===== config.mk =====
export PLATFORM = sky130hd
export DESIGN_NAME = wb_spi_master
export DESIGN_NICKNAME = d
export VERILOG_FILES = /design/src/rtl/wb_spi_master.sv
export SDC_FILE = /design/constraint.sdc
export NUM_CORES = 1
export LEC_CHECK = 0
export ABC_AREA = 1
export CORE_AREA = 2 2 64 127
export CTS_CLUSTER_DIAMETER = 100
export DETAILED_ROUTE_END_ITERATION = 8
export DIE_AREA = 0 0 66 129
export PLACE_DENSITY = 0.71
export SYNTH_ARGS = -nofsm -noshare
export SYNTH_HDL_FRONTEND = slang
export SYNTH_SLANG_ARGS = --single-unit

===== constraint.sdc =====
create_clock -name clk -period 1.9 [get_ports clk]
set_input_delay 0.19 -clock clk [delete_from_list [all_inputs] [get_ports clk]]
set_output_delay 0.19 -clock clk [all_outputs]
set_load 0.02 [all_outputs]

===== src/rtl/wb_spi_master.sv =====
`timescale 1ns/1ps
// wb_spi_master: classic Wishbone slave with a DATA and a CTRL register that
// runs single-byte SPI mode-0 transfers. Define SPI_LSB_FIRST_EN for LSB-first shifting.
module wb_spi_master #(
  parameter logic [7:0]  DIV_RESET = 8'hFF,
  parameter logic [31:0] ADDR_DATA = 32'h0000_0010,
  parameter logic [31:0] ADDR_CTRL = 32'h0000_0020
) (
  input  logic        clk,
  input  logic        rst,
  input  logic [31:0] wb_addr,
  input  logic        wb_we,
  input  logic        wb_stb,
  input  logic        wb_cyc,
  input  logic [31:0] wb_dout,
  output logic [31:0] wb_din,
  output logic        wb_ack,
  output logic        spi_mosi,
  output logic        spi_sck,
  output logic        spi_ss,
  input  logic        spi_miso,
  output logic        irq
);

  typedef enum logic {IDLE, SHIFT} state_t;

  state_t     state_q;
  logic       ack_q, busy_q, flag_q, int_en_q, ss_act_q, en_q, sck_q, mosi_q;
  logic [7:0] div_q, cnt_q, tx_q, rxsh_q, rx_q;
  logic [3:0] half_q;

  logic       bus_req, wr_data, wr_ctrl;
  logic       tx_first, tx_next_bit;
  logic [7:0] tx_shifted, rx_shifted;
  logic       unused_ok;

  assign bus_req   = wb_cyc & wb_stb & ~ack_q;
  assign wr_data   = bus_req & wb_we & (wb_addr == ADDR_DATA);
  assign wr_ctrl   = bus_req & wb_we & (wb_addr == ADDR_CTRL);
  assign unused_ok = ^{wb_dout[31:13], wb_dout[9]};

  // Bit order is the only thing the build option changes.
  always_comb begin
`ifdef SPI_LSB_FIRST_EN
    tx_first    = wb_dout[0];
    tx_shifted  = {1'b0, tx_q[7:1]};
    tx_next_bit = tx_q[1];
    rx_shifted  = {spi_miso, rxsh_q[7:1]};
`else
    tx_first    = wb_dout[7];
    tx_shifted  = {tx_q[6:0], 1'b0};
    tx_next_bit = tx_q[6];
    rx_shifted  = {rxsh_q[6:0], spi_miso};
`endif
  end

  always_ff @(posedge clk or negedge rst) begin
    if (!rst) begin
      state_q  <= IDLE;
      ack_q    <= 1'b0;
      busy_q   <= 1'b0;
      flag_q   <= 1'b0;
      int_en_q <= 1'b0;
      ss_act_q <= 1'b0;
      en_q     <= 1'b0;
      sck_q    <= 1'b0;
      mosi_q   <= 1'b0;
      div_q    <= DIV_RESET;
      cnt_q    <= '0;
      tx_q     <= '0;
      rxsh_q   <= '0;
      rx_q     <= '0;
      half_q   <= '0;
    end else begin
      ack_q <= bus_req;
      if (wr_ctrl) begin
        div_q    <= wb_dout[7:0];
        int_en_q <= wb_dout[10];
        ss_act_q <= wb_dout[11];
        en_q     <= wb_dout[12];
        if (wb_dout[8]) flag_q <= 1'b0;
      end
      case (state_q)
        IDLE: begin
          if (wr_data && en_q) begin
            tx_q    <= wb_dout[7:0];
            mosi_q  <= tx_first;
            flag_q  <= 1'b0;
            busy_q  <= 1'b1;
            cnt_q   <= div_q;
            half_q  <= '0;
            sck_q   <= 1'b0;
            state_q <= SHIFT;
          end
        end
        SHIFT: begin
          if (wr_ctrl && !wb_dout[12]) begin
            sck_q   <= 1'b0;
            busy_q  <= 1'b0;
            state_q <= IDLE;
          end else if (cnt_q == '0) begin
            cnt_q  <= div_q;
            sck_q  <= ~sck_q;
            half_q <= half_q + 4'd1;
            if (!sck_q) begin
              rxsh_q <= rx_shifted;
            end else begin
              tx_q   <= tx_shifted;
              mosi_q <= tx_next_bit;
              // Assigned after INT_CLR above so completion wins a same-edge clear.
              if (half_q == 4'd15) begin
                rx_q    <= rxsh_q;
                busy_q  <= 1'b0;
                flag_q  <= 1'b1;
                state_q <= IDLE;
              end
            end
          end else begin
            cnt_q <= cnt_q - 8'd1;
          end
        end
        default: state_q <= IDLE;
      endcase
    end
  end

  always_comb begin
    wb_din = '0;
    if (wb_addr == ADDR_DATA)
      wb_din = {22'b0, flag_q, busy_q, rx_q};
    else if (wb_addr == ADDR_CTRL)
      wb_din = {19'b0, en_q, ss_act_q, int_en_q, flag_q, 1'b0, div_q};
  end

  assign wb_ack   = ack_q;
  assign spi_sck  = sck_q;
  assign spi_mosi = mosi_q;
  assign spi_ss   = ~ss_act_q;
  assign irq      = flag_q & int_en_q;

endmodule


Yosys cells after proc, flatten, opt, wreduce, memory -nomap -nowiden
Cells that the tools add are included.
{"block": "word_totals", "ram_bits": 0, "in_bits": 70, "rom_bits": 0, "memories": 0, "latchBits": 0, "out_inout_bits": 37, "ff_bits": 52}
{"block": "classes", "n_addsub": 2, "n_eq_ne": 10, "mul": 0, "order_cmp": 0, "shifts": 0, "n_div": 0, "bitwise": 11, "reduce_logical": 11, "n_mux": 44}
{"op": "$eq A32 B5 Y1 const B", "n": 1}
{"op": "$eq A32 B6 Y1 const B", "n": 1}
{"op": "$mux W32", "n": 1}
{"op": "$mux W7", "n": 4}
{"op": "$mux W1", "n": 24}
{"op": "$mux W8", "n": 3}
{"op": "$pmux W8 S2", "n": 1}
{"op": "$pmux W7 S2", "n": 1}
{"op": "$mux W13", "n": 1}
{"op": "$mux W4", "n": 3}
{"op": "$reduce_and A4 Y1", "n": 3}
{"op": "$pmux W1 S2", "n": 5}
{"op": "$ne A3 B1 Y1 const B", "n": 3}
{"op": "$logic_not A8 Y1", "n": 1}
{"op": "$pmux W4 S2", "n": 1}
{"op": "$sub A8 B1 Y8 const B", "n": 1}
{"op": "$and A1 B1 Y1", "n": 6}
{"op": "$not A1 Y1", "n": 5}
{"op": "$reduce_and A5 Y1", "n": 1}
{"op": "$add A4 B1 Y4 const B", "n": 1}
{"op": "$eq A4 B4 Y1 const B", "n": 1}
{"op": "$ne A2 B1 Y1 const B", "n": 2}
{"op": "$ne A2 B2 Y1 const B", "n": 2}
{"op": "$reduce_and A2 Y1", "n": 2}
{"op": "other kinds (3)", "n": 4}

Logic depth before layout (Yosys ltp)
{"block": "depth", "word_depth": 10, "ltp_mapped": 12, "depth_no_buf": 12}

Worst setup path before layout
Ideal clock, no wire load.
{"block": "synth_timing", "path_type": "input -> output", "from": "input wb_addr[15]", "to": "output wb_din[11]", "t_arrival_ns": 1.436, "path_slack_ns": 0.274, "cell_stages": 8, "required_time_ns": 1.710, "cell_sequence": "nor2_1 > nand2_1 > nor2_2 > nand2_2 > nor2_8 > buf_2 > inv_1 > nor3_1"}
{"block": "synth_via", "elab_chain_len": 3}
{"element": "start: declaration", "line_no": "11", "source": "input logic [31:0] wb_addr,"}
{"element": "$eq A32 B6 Y1", "line_no": "131", "source": "else if (wb_addr == ADDR_CTRL)"}
{"element": "$mux W13", "line_no": "131"}
{"element": "$mux W32 (*)", "line_no": "129", "source": "if (wb_addr == ADDR_DATA)"}
{"element": "end: declaration", "line_no": "16", "source": "output logic [31:0] wb_din,"}
Mark *: on every way between the ends. The rest lies on a longest branch, timed or not.

Worst setup path in the final report
{"block": "layout_timing", "from": "input wb_addr[23]", "to": "output wb_din[9]"}
Same word-level chain as after synthesis.

==> results.yml <==
global_route:
  grt_usage_pct: 18.7
  grt_pass1_vias: 2717
  grt_pass1_wl_um: 12200
  grt_max_degree: 53
  grt_overflow: 0
  antenna_found_initial: 0
timing:
  finalSetupViolCount: 0
  final-max-slew-violation-count: 0
  rsz0062_at_grt: "true"
  fin_ws_ns: 0.0435
  fmax_mhz: 539
  period_share_pct: 97.7
  period_needed_ns: 1.86
  hold_violations: 0
  finalClockSkew_ns: 0.00582
die:
  io_pins: 107
  core_um2: 7540
  chipWidth_um: 66
  fp-row-count: 45
  dieHeight_um: 129
  die-area_um2: 8510
  initial_core_util_pct: 41.0
logic_synthesis:
  synth_seq_cells: 52
  synth_edf_count: 0
  syn_inst: 401
  synth.largest_area_cell: "dfrtp_1"
  syn_area_um2: 3100
  synth_cell_types: 33
  netlist.area_leader.share_pct: 35.6
  synthTopCellsByArea: "dfrtp_1 36%, nand2_1 12%, dfstp_2 6.8%, inv_1 6.4%, o21ai_0 6.0%"
  synthArstFlopShare_pct: 100
  seq_area_frac_synth_pct: 42.3
  ys_warn_count: 0
  synthFlopType: "dfrtp_1"
  syn_area_per_cell_um2: 7.72
route:
  wl_per_cell_um: 13.4
  first_iter_violations: 79
  routed_wl_um: 7790
  via_per_inst: 4.88
  vias: 2847
  ant_nets: 0
  dr.pass1.iters: 4
  drc_errors: 0
power:
  p_int_mw: 1.72
  max-vdd-ir-drop_mv: 0.787
  switching_share_pct: 24.4
  switchingPower_uw: 556
  power_leakage_nw: 2.09
  power_frac_seq_pct: 48.7
  p_per_area_nw_per_um2: 552
  p_comb_share_pct: 8.9
  p_clk_share_pct: 42.4
final_layout:
  layout-drive-gt1-share_pct: 20.4
  design_area_um2: 4120
  area_delta_synth_final_pct: 33.1
  antenna_cells: 0
  nets: 561
  final_cell_mix: "101 x nand2_1, 51 x inv_1, 47 x clkdlybuf4s50_1"
  final_common_cell: "nand2_1"
setup_path:
  crit_path_end_kind: "primary output"
  crit_type: "primary input to primary output"
  path_max_fanout: 5
  cp.required_ns: 1.71
  setup.worst_path.start_class: "primary input"
  critical_path_arrival_ns: 1.67
flow_run:
  maxCapViolCount: 0
cts:
  ctsLongestPathBuffers: 2
  path_clk_slew_ns: 0.08
  cts_buffers: 5
  cts_max_level: 2
  cts.sinks: 52
  cts-root-buf: "clkbuf_16"
  cts_tree: "yes"
  worstSkewPairLatency_ns: 0.30
placement:
  globalplace.congestion: 0.893
  io_buffers: 67
  dpl_worst_slack_ns: -0.501
  dpl.hpwl_um: 5890
  dpl_cell_area_um2: 3890
min_path:
  hold_class: "primary input to asynchronous set/reset pin"
status:
  run_status: "completed"
## metrics by stage
stage	instances	power, mW	hold slack [ns]	utilization (%)	setup TNS, ns
2_1_floorplan	419	1.22	-0.106	-	0
3_3_place_gp	570	1.33	0.200	51.5	-9.06
3_5_place_dp	570	1.33	0.201	51.5	-11.53
4_1_cts	579	2.31	0.410	53.0	0
5_1_grt	583	2.36	0.419	54.6	-0.170
6_report	583	2.28	0.396	54.6	0
## worst paths after layout
path                                 startpoint                    to  slack [ns]  depth (start not counted)
hold / removal                              rst      en_q$_DFFE_PN0N_        0.40                          3
setup reg to reg           cnt_q[0]$_DFFE_PN0P_  cnt_q[5]$_DFFE_PN0P_        0.15                         10
min in group clk                         wb_stb      wb_ack$_DFF_PN0_        0.42                          3
max in group asynchronous                   rst  div_q[2]$_DFFE_PN1N_        1.20                          3
hold reg to reg                wb_ack$_DFF_PN0_      wb_ack$_DFF_PN0_        0.44                          1
setup / recovery                    wb_addr[23]             wb_din[9]        0.04                          9
## cell families (layout without fill, tap and decap cells)
logic type / count (synthesis) / after routing / share of synthesized area, %
buffers and inverters: 82 / 151 / 13.2
other: 1 / 19 / 0.121
adder cells (fa/ha/maj): 3 / 3 / 1.21
multiplexers: 2 / 2 / 0.727
AND/OR/NAND/NOR: 196 / 197 / 29.3
AO/OA/AOI/OAI: 61 / 61 / 12.0
flip-flops: 52 / 52 / 42.3
XOR/XNOR: 4 / 4 / 1.13
## power groups by stage
stage / clock network, mW / logic (mW) / registers, mW
finish: 0.966 / 0.203 / 1.11
global route: 1.03 / 0.221 / 1.11
CTS: 0.999 / 0.205 / 1.11
detailed placement: 0 / 0.202 / 1.13
global placement: 0 / 0.200 / 1.13
floorplan: 0 / 0.0915 / 1.13
## sequential cells by signal, summed over array words and instances (netlist names)
name and count:
cnt_q 8, div_q 8, rx_q 8, rxsh_q 8
tx_q 7, half_q 4, busy_q 1, en_q 1
flag_q 1, int_en_q 1, spi_mosi 1, spi_sck 1
ss_act_q 1, state_q 1, wb_ack 1
## cell usage after synthesis (2+ instances only)
master / instances
o21a_1: 2
nor2_1: 36
o21ai_0: 37
buf_6: 3
nand2_1: 101
ha_1: 3
nor2_2: 2
nand2_4: 2
dfstp_2: 8
clkbuf_1: 3
o21ai_2: 14
a21oi_1: 5
mux2_2: 2
nor2_4: 3
buf_4: 20
inv_1: 53
nand3_4: 2
or2_2: 2
nand3_1: 30
nand2_2: 7
nor3_1: 3
xor2_1: 3
o31ai_1: 2
dfrtp_1: 44
nand4_1: 6
## worst max-delay path, cell delays in order
cell	delay, ns
clkdlybuf4s50_1	0.40
nor2_1	0.11
nand2_1	0.07
nor2_2	0.16
nand2_4	0.13
nor2_4	0.17
buf_4	0.14
o21a_1	0.12
buf_2	0.17
## metal layers
layer / up-vias / wire length [µm] / GRT usage [%]
met5: - / 0 / 0
met3: 27 / 246 / 2.01
met1: 1328 / 2690 / 19.0
met4: 0 / 436 / 11.6
li1: 1409 / - / -
met2: 83 / 4420 / 35.0
## final cells by class
class / instances / area (µm²)
inverter: 55 / 211
tap: 94 / 118
clock inverter: 3 / 28.8
clock buffer: 5 / 125
sequential: 52 / 1310
timing repair buffer: 88 / 815
fill: 744 / 3420
multi-input combinational: 286 / 1510
## repair_timing
| action | 4_1_cts | 5_1_grt |
|---|---|---|
| pin swaps | 0 | 14 |
| setup endpoints to repair | 13 | 26 |
| endpoints found under the hold margin | 44 | 0 |
| gates resized for setup | 61 | 33 |
| setup buffers | 0 | 3 |
| cloned | 0 | 1 |
| hold buffers | 1 | 0 |
Note: power is estimated with default switching activity, not from simulation.
